$ cat config.mk
export PLATFORM = sky130hd
export DESIGN_NAME = lht_update_scheduler
export DESIGN_NICKNAME = d
export VERILOG_FILES = /design/src/rtl/lht_update_scheduler.sv
export SDC_FILE = /design/constraint.sdc
export NUM_CORES = 1
export LEC_CHECK = 0
export CORE_ASPECT_RATIO = 1.5
export CORE_MARGIN = 4
export CORE_UTILIZATION = 40
export DETAILED_ROUTE_END_ITERATION = 12
export PLACE_DENSITY = 0.66
export SYNTH_ARGS = -nofsm -noshare
export SYNTH_HDL_FRONTEND = slang
export SYNTH_SLANG_ARGS = --single-unit
$ cat constraint.sdc
create_clock -name clock -period 2.2 [get_ports clock]
set_input_delay 0.44 -clock clock [delete_from_list [all_inputs] [get_ports clock]]
set_output_delay 0.44 -clock clock [all_outputs]
set_load 0.01 [all_outputs]
$ cat src/rtl/lht_update_scheduler.sv
// Arbitrates the single-ported local history table between fetch lookups and
// retire-stage history updates, which are queued and applied as 2-cycle read-modify-writes.
module lht_update_scheduler #(
    parameter int unsigned PC_W         = 10,
    parameter int unsigned IDX_W        = 10,
    parameter int unsigned HIST_W       = 10,
    parameter int unsigned FIFO_DEPTH   = 4,
    parameter int unsigned STARVE_LIMIT = 3
) (
    input  logic              clock,
    input  logic              reset,
    input  logic              pred_valid,
    input  logic [PC_W-1:0]   pred_pc,
    output logic              pred_ready,
    input  logic              upd_valid,
    input  logic [PC_W-1:0]   upd_pc,
    input  logic              upd_taken,
    output logic              upd_ready,
    output logic              lht_en,
    output logic              lht_we,
    output logic [IDX_W-1:0]  lht_addr,
    output logic [HIST_W-1:0] lht_wdata,
    input  logic [HIST_W-1:0] lht_rdata,
    output logic              busy
);

    localparam int unsigned PTR_W = $clog2(FIFO_DEPTH);
    localparam int unsigned CNT_W = PTR_W + 1;
    localparam int unsigned STV_W = $clog2(STARVE_LIMIT + 1);

    typedef enum logic [1:0] {IDLE, RMW_RD, RMW_WR} state_t;

    state_t             state, next_state;
    logic [IDX_W-1:0]   fifo_idx [FIFO_DEPTH];
    logic [FIFO_DEPTH-1:0] fifo_taken;
    logic [PTR_W-1:0]   wr_ptr, rd_ptr;
    logic [CNT_W-1:0]   count;
    logic [STV_W-1:0]   starve_cnt;
    logic               alive;

    logic               nonempty, full, starve_hit, push, pop;
    logic               starve_inc, starve_clr;
    logic [IDX_W-1:0]   head_idx;
    logic               head_taken;

    assign nonempty   = (count != CNT_W'(0));
    assign full       = (count == CNT_W'(FIFO_DEPTH));
    assign starve_hit = (starve_cnt == STV_W'(STARVE_LIMIT));
    // Ready comes from the registered count only, so a same-cycle pop never opens a slot.
    assign upd_ready  = alive & ~full;
    assign push       = upd_valid & upd_ready;
    assign head_idx   = fifo_idx[rd_ptr];
    assign head_taken = fifo_taken[rd_ptr];
    assign busy       = nonempty | (state != IDLE);

    // Goes high on the first clock after reset release; gates every grant and push.
    always_ff @(posedge clock or negedge reset) begin
        if (!reset) alive <= 1'b0;
        else        alive <= 1'b1;
    end

    always_ff @(posedge clock or negedge reset) begin
        if (!reset) begin
            state      <= IDLE;
            wr_ptr     <= '0;
            rd_ptr     <= '0;
            count      <= '0;
            starve_cnt <= '0;
        end else begin
            state <= next_state;
            if (push) wr_ptr <= wr_ptr + PTR_W'(1);
            if (pop)  rd_ptr <= rd_ptr + PTR_W'(1);
            case ({push, pop})
                2'b10:   count <= count + CNT_W'(1);
                2'b01:   count <= count - CNT_W'(1);
                default: count <= count;
            endcase
            if (starve_clr)
                starve_cnt <= '0;
            else if (starve_inc && !starve_hit)
                starve_cnt <= starve_cnt + STV_W'(1);
        end
    end

    // Queue storage needs no reset: count and pointers define validity.
    always_ff @(posedge clock) begin
        if (push) begin
            fifo_idx[wr_ptr]   <= upd_pc[IDX_W-1:0];
            fifo_taken[wr_ptr] <= upd_taken;
        end
    end

    always_comb begin
        next_state = state;
        pred_ready = 1'b0;
        lht_en     = 1'b0;
        lht_we     = 1'b0;
        lht_addr   = '0;
        lht_wdata  = '0;
        pop        = 1'b0;
        starve_inc = 1'b0;
        starve_clr = 1'b0;
        case (state)
            IDLE: begin
                if (alive) begin
                    if (pred_valid && !(nonempty && starve_hit)) begin
                        pred_ready = 1'b1;
                        lht_en     = 1'b1;
                        lht_addr   = pred_pc[IDX_W-1:0];
                        starve_inc = nonempty;
                    end else if (nonempty) begin
                        next_state = RMW_RD;
                        starve_clr = 1'b1;
                    end
                end
            end
            RMW_RD: begin
                lht_en     = 1'b1;
                lht_addr   = head_idx;
                next_state = RMW_WR;
            end
            RMW_WR: begin
                lht_en    = 1'b1;
                lht_we    = 1'b1;
                lht_addr  = head_idx;
                lht_wdata = {lht_rdata[HIST_W-2:0], head_taken};
                pop       = 1'b1;
                // Chain straight into the next update when lookups are absent or starved out.
                if (((count > CNT_W'(1)) || push) && (!pred_valid || starve_hit))
                    next_state = RMW_RD;
                else
                    next_state = IDLE;
            end
            default: next_state = IDLE;
        endcase
    end

endmodule
After elaboration in Yosys (flattened, before gate mapping):

Memory sizes are Yosys's and may differ from the RTL's.
Cells that the tools add are included.

* $add $sub $neg: 5
* order comparisons: 4
* equal/unequal tests: 9
* muxes and demuxes: 31
* bitwise operators: 4
* reduce and logical (&&, ||, !) cells: 17

Operators by type and width (number)
* two-way mux 10 bit: 3
* one-hot mux 10 bit (2 select lines): 1
* two-way mux 1 bit: 16
* two-way mux 2 bit: 5
* adder 2 x 1 -> 2 bit, second input constant: 3
* == test 2 bit, second input constant: 3
* less-than comparator 2 x 3 -> 1 bit, second input constant: 2
* inequality test 2 bit, second input constant: 3
* one-hot mux 2 bit (3 select lines): 1
* one-hot mux 3 bit (2 select lines): 1
* nonzero test 2 bit: 3
* logical AND 1 bit: 5
* bitwise mux 4 bit: 1
* == test 2 x 1 -> 1 bit, second input constant: 2
* adder 3 x 1 -> 3 bit, second input constant: 1
* == test 3 bit, second input constant: 1
* > comparator 3 x 1 -> 1 bit, second input constant: 1
* zero test 1 bit: 3
* AND reduction 3 bit: 1
* nonzero test 3 bit: 1
* subtractor 3 x 1 -> 3 bit, second input constant: 1
* bitwise AND 1 bit: 2
* binary-select mux 1 bit (select 2 bit): 1
* demux 1 bit (select 2 bit): 1
* other kinds (7): 8

* flip-flop bits (word level): 16
* memory bits (writable): 40
* memories kept: 1

Memory list
* fifo_idx: depth 4, bits a word 10, rd ports 1, clocked after Yosys merged registers in 0, write ports 1, line 34 `logic [IDX_W-1:0] fifo_idx [FIFO_DEPTH];`

Logic depth before layout (Yosys ltp):

* depth in word-level cells: 10
* gate-level depth with buffers: 8

Worst setup path after synthesis:

No wires, ideal clock.

* path type: reg2out
* from: reg count[0]
* to: out lht_addr[0]
* arrival time: 1496 ps
* required time: 1760 ps
* slack: 264 ps
* stages on the path, launching flop included: 7
* path buffers: 1
* cell sequence: dfrtp_1 > inv_1 > ha_1 > nand2b_4 > a21o_1 > buf_4 > o32ai_1

* cells in the longest elaborated chain, start to end: 7

RTL lines
* from (decl): line 37 `logic [CNT_W-1:0] count;`
* from (signal assigned): line 74 `2'b10: count <= count + CNT_W'(1);`
* from (signal assigned): line 75 `2'b01: count <= count - CNT_W'(1);`
* from (signal assigned): line 76 `default: count <= count;`
* nonzero test 3 bit: line 46 `assign nonempty = (count != CNT_W'(0));`
* logical AND 1 bit: line 106 `if (pred_valid && !(nonempty && starve_hit)) begin`
* zero test 1 bit: line 106
* logical AND 1 bit: line 106
* two-way mux 10 bit: line 106
* two-way mux 10 bit: line 105 `if (alive) begin`
* one-hot mux 10 bit (2 select lines): line 103 `case (state)`
* to (decl): line 21 `output logic [IDX_W-1:0] lht_addr,`

No other way between the ends.

Final worst setup path:

* from: reg rd_ptr[0]
* to: out lht_addr[0]

* cells in the longest elaborated chain, start to end: 2

RTL lines
* from (decl): line 36 `logic [PTR_W-1:0] wr_ptr, rd_ptr;`
* from (signal assigned): line 72 `if (pop) rd_ptr <= rd_ptr + PTR_W'(1);`
* memory (4 x 10 bit)
* one-hot mux 10 bit (2 select lines): line 103

No other way between the ends.

==> results.yml <==
outcome:
  status: "finished clean"
drt:
  firstDrtPassIters: 4
  first_iter_violations: 65
  dr_wl_met3_microns: 381
  routed_wl_mm: 5.340
  vias_per_cell: 4.939
  postRouteAntennaNets: 0
  drc: 0
  wl_met2_mm: 2.836
  drt-met1-wl_mm: 2.040
  via_count: 1699
  top_layer: "met4"
  wl_per_cell_microns: 15.52
place:
  dp_hpwl_mm: 3.904
  detailedPlace.worstSlack_ns: -0.4416
  io_buffers: 58
  gp_congestion: 0.6992
  post_dp_cell_area_sq_mm: 0.003550
worst_setup_path:
  criticalPathCategory: "flip-flop to primary output"
  crit_start: "rd_ptr[0]$_DFFE_PN0P_"
  worstPathRequired_ns: 1.76
  timing.rr.start: "count[1]$_DFFE_PN0P_"
  worst_path_dominant_cell_family: "multiplexers"
  critPathLaunchType: "flip-flop"
  cp.arrival_ns: 1.73
  worst-path-buf-inv: 4
  cpPeakStageDelay_ns: 0.53
  path_cells: "buf_12, buf_8, mux4_2, inv_2, o32ai_1, buf_2"
  crit_slowest_cell: "mux4_2"
  end_kind: "primary output"
  critPathMaxFanout: 5
logic_synthesis:
  synth-warning-count: 0
  synthCells: 179
  yosysTopAreaCell: "edfxtp_1"
  synthArstFlopShare: 0.2143
  synthTopCellsByArea: "edfxtp_1, dfrtp_1, mux4_2"
  yosysMostFrequentCell: "edfxtp_1"
  synth_area_sq_mm: 0.002646
  syn_avg_cell_area_sq_um: 14.78
  synth_edf_count: 44
  yosys-top-cells-count: "edfxtp_1, inv_1, and2_1, ha_1, dfrtp_1"
  synth_flop_cell: "edfxtp_1"
  post_synth_num_cell_types: 36
  syn_nets: 228
  seq_area_frac_synth: 0.6128
  synth_top_area_frac: 0.4993
  ys_ff_latch: 56
finish:
  fin_util: 0.5747
  nNetsFinal: 316
  design_area_sq_mm: 0.003727
  area_growth_pct: 40.85
  regArea_sq_mm: 0.001622
  multiInputGateArea_sq_um: 975.9
  fill_cells: 569
  drive_gt1_frac: 0.3060
  diodes: 0
power_and_ir_drop:
  intPower_mw: 2.795
  power_frac_clock: 0.159
  finalPower_mw: 4.116
  p_switching_mw: 1.320
  powerDensity_mw_per_mm2: 1104
  power_frac_comb: 0.497
  p_leak_nw: 1.571
  seqPwrFrac: 0.344
  ir_worst_vdd_uv: 530.1
  power_switching_share: 0.3208
clock_tree:
  numCtsBuffers: 5
  cts_max_level: 2
  cts_tree: "yes"
  clk_path_buf_depth: 2
  cts_root_buffer: "clkbuf_8"
  clock_latency_ns: 0.30
  cts_sinks: 56
  path_clk_slew_ns: 0.09
global_routing:
  grt_antenna_before_repair: 0
  grt_usage: 0.1356
  overflow: 0
  grt_max_degree: 18
  grt_pass1_vias: 1703
  grt_pass1_wl_mm: 8.217
floorplan:
  die_x_microns: 74.41
  initial_core_util: 0.4080
  fp-row-count: 36
  die_y_microns: 107.6
  top_level_ports: 60
  core_area_sq_mm: 0.006486
  dieArea_sq_mm: 0.008008
timing:
  relSlewSlack: 0.6006
  post-route-period-util: 0.9883
  finClkSkew_ns: 0.006045
  worst_pin_slew_ns: 0.5973
  rsz0062_at_grt: "true"
  final.setup.tns_ns: 0
  fmax_ghz: 0.4599
  finalSetupViolCount: 0
  hold_viol_final: 0
  min_period_ns: 2.174
  slew_violations: 0
  setup_ws_ns: 0.02565
run:
  drv_cap: 0
min_path:
  hold_class: "input pin to async pin"
[sequential cells by signal (all words and copies together), names as in the netlist]
register / cells
alive: 1
fifo_idx: 40
starve_cnt: 2
wr_ptr: 2
count: 3
state: 2
rd_ptr: 2
fifo_taken: 4
[path summary, 6_finish.rpt]
| path | endpoint | slack, ns | cells after the start |
|---|---|---|---|
| max reg2reg | fifo_idx[2][3]$_DFFE_PP_ | 0.57 | 7 |
| min reg2reg | starve_cnt[1]$_DFFE_PN0P_ | 0.54 | 2 |
| max in group asynchronous | state[1]$_DFFE_PN0P_ | 1.30 | 1 |
| min in group clock | starve_cnt[1]$_DFFE_PN0P_ | 0.54 | 2 |
| min | count[1]$_DFFE_PN0P_ | 0.50 | 1 |
| max | lht_addr[0] | 0.03 | 6 |
[cell usage in the layout (no fill, tap or decap), types with 4 or more instances in the layout]
cell	n
xnor2_1	4
buf_2	11
mux4_2	10
edfxtp_1	44
nand2_1	4
buf_12	6
inv_2	9
ha_1	11
dlygate4sd2_1	12
buf_4	20
inv_1	22
clkbuf_8	5
and2_1	14
clkdlybuf4s50_1	32
dfrtp_1	12
o32ai_2	4
o32ai_1	6
[layout make-up]
cell class                      instances  share of cell area
Multi-Input combinational cell         87              0.2618
Clock buffer                            6             0.01947
Inverter                               31             0.03122
Tap cell                               76             0.02551
Sequential cell                        56              0.4350
Clock inverter                          2             0.01041
Timing Repair Buffer                   86              0.2165
[routing by layer]
layer / GRT usage / up-vias
met3: 0.02991 / 5
li1: - / 816
met1: 0.1657 / 826
met4: 0.04962 / 0
met5: 0 / -
met2: 0.2302 / 52
[what timing repair did]
action | 4_1_cts | 5_1_grt
setup endpoints to repair | 25 | 14
hold buffers | 0 | 0
resized for setup | 68 | 25
pin swaps | 0 | 2
gates cloned | 0 | 1
setup buffers | 2 | 1
[logic make-up (layout without fill, tap and decap cells)]
group | Yosys count | after routing | share of synthesized area
flops | 56 | 56 | 0.6128
buf+inv | 37 | 125 | 0.05721
simple gates | 29 | 29 | 0.06430
compound gates | 20 | 21 | 0.06005
mux | 16 | 16 | 0.1182
fa+ha+maj | 14 | 14 | 0.06619
xor+xnor | 6 | 6 | 0.01986
other cells | 1 | 1 | 0.001417
[power groups by stage]
| stage | combinational, mW | clock, mW | sequential, mW |
|---|---|---|---|
| after global placement | 1.95 | 0 | 1.43 |
| final | 2.04 | 0.655 | 1.42 |
| after global routing | 2.26 | 0.714 | 1.44 |
| after detailed placement | 1.98 | 0 | 1.44 |
| after CTS | 1.93 | 0.674 | 1.41 |
| after floorplan | 1.03 | 0 | 1.45 |
[stage by stage]
stage / hold slack [ns] / instances
floorplan: 0.1444 / 179
global placement: 0.5129 / 332
detailed placement: 0.5333 / 332
CTS: 0.5200 / 342
global route: 0.5554 / 344
finish: 0.5046 / 344
(Power assumes the default switching activity.)
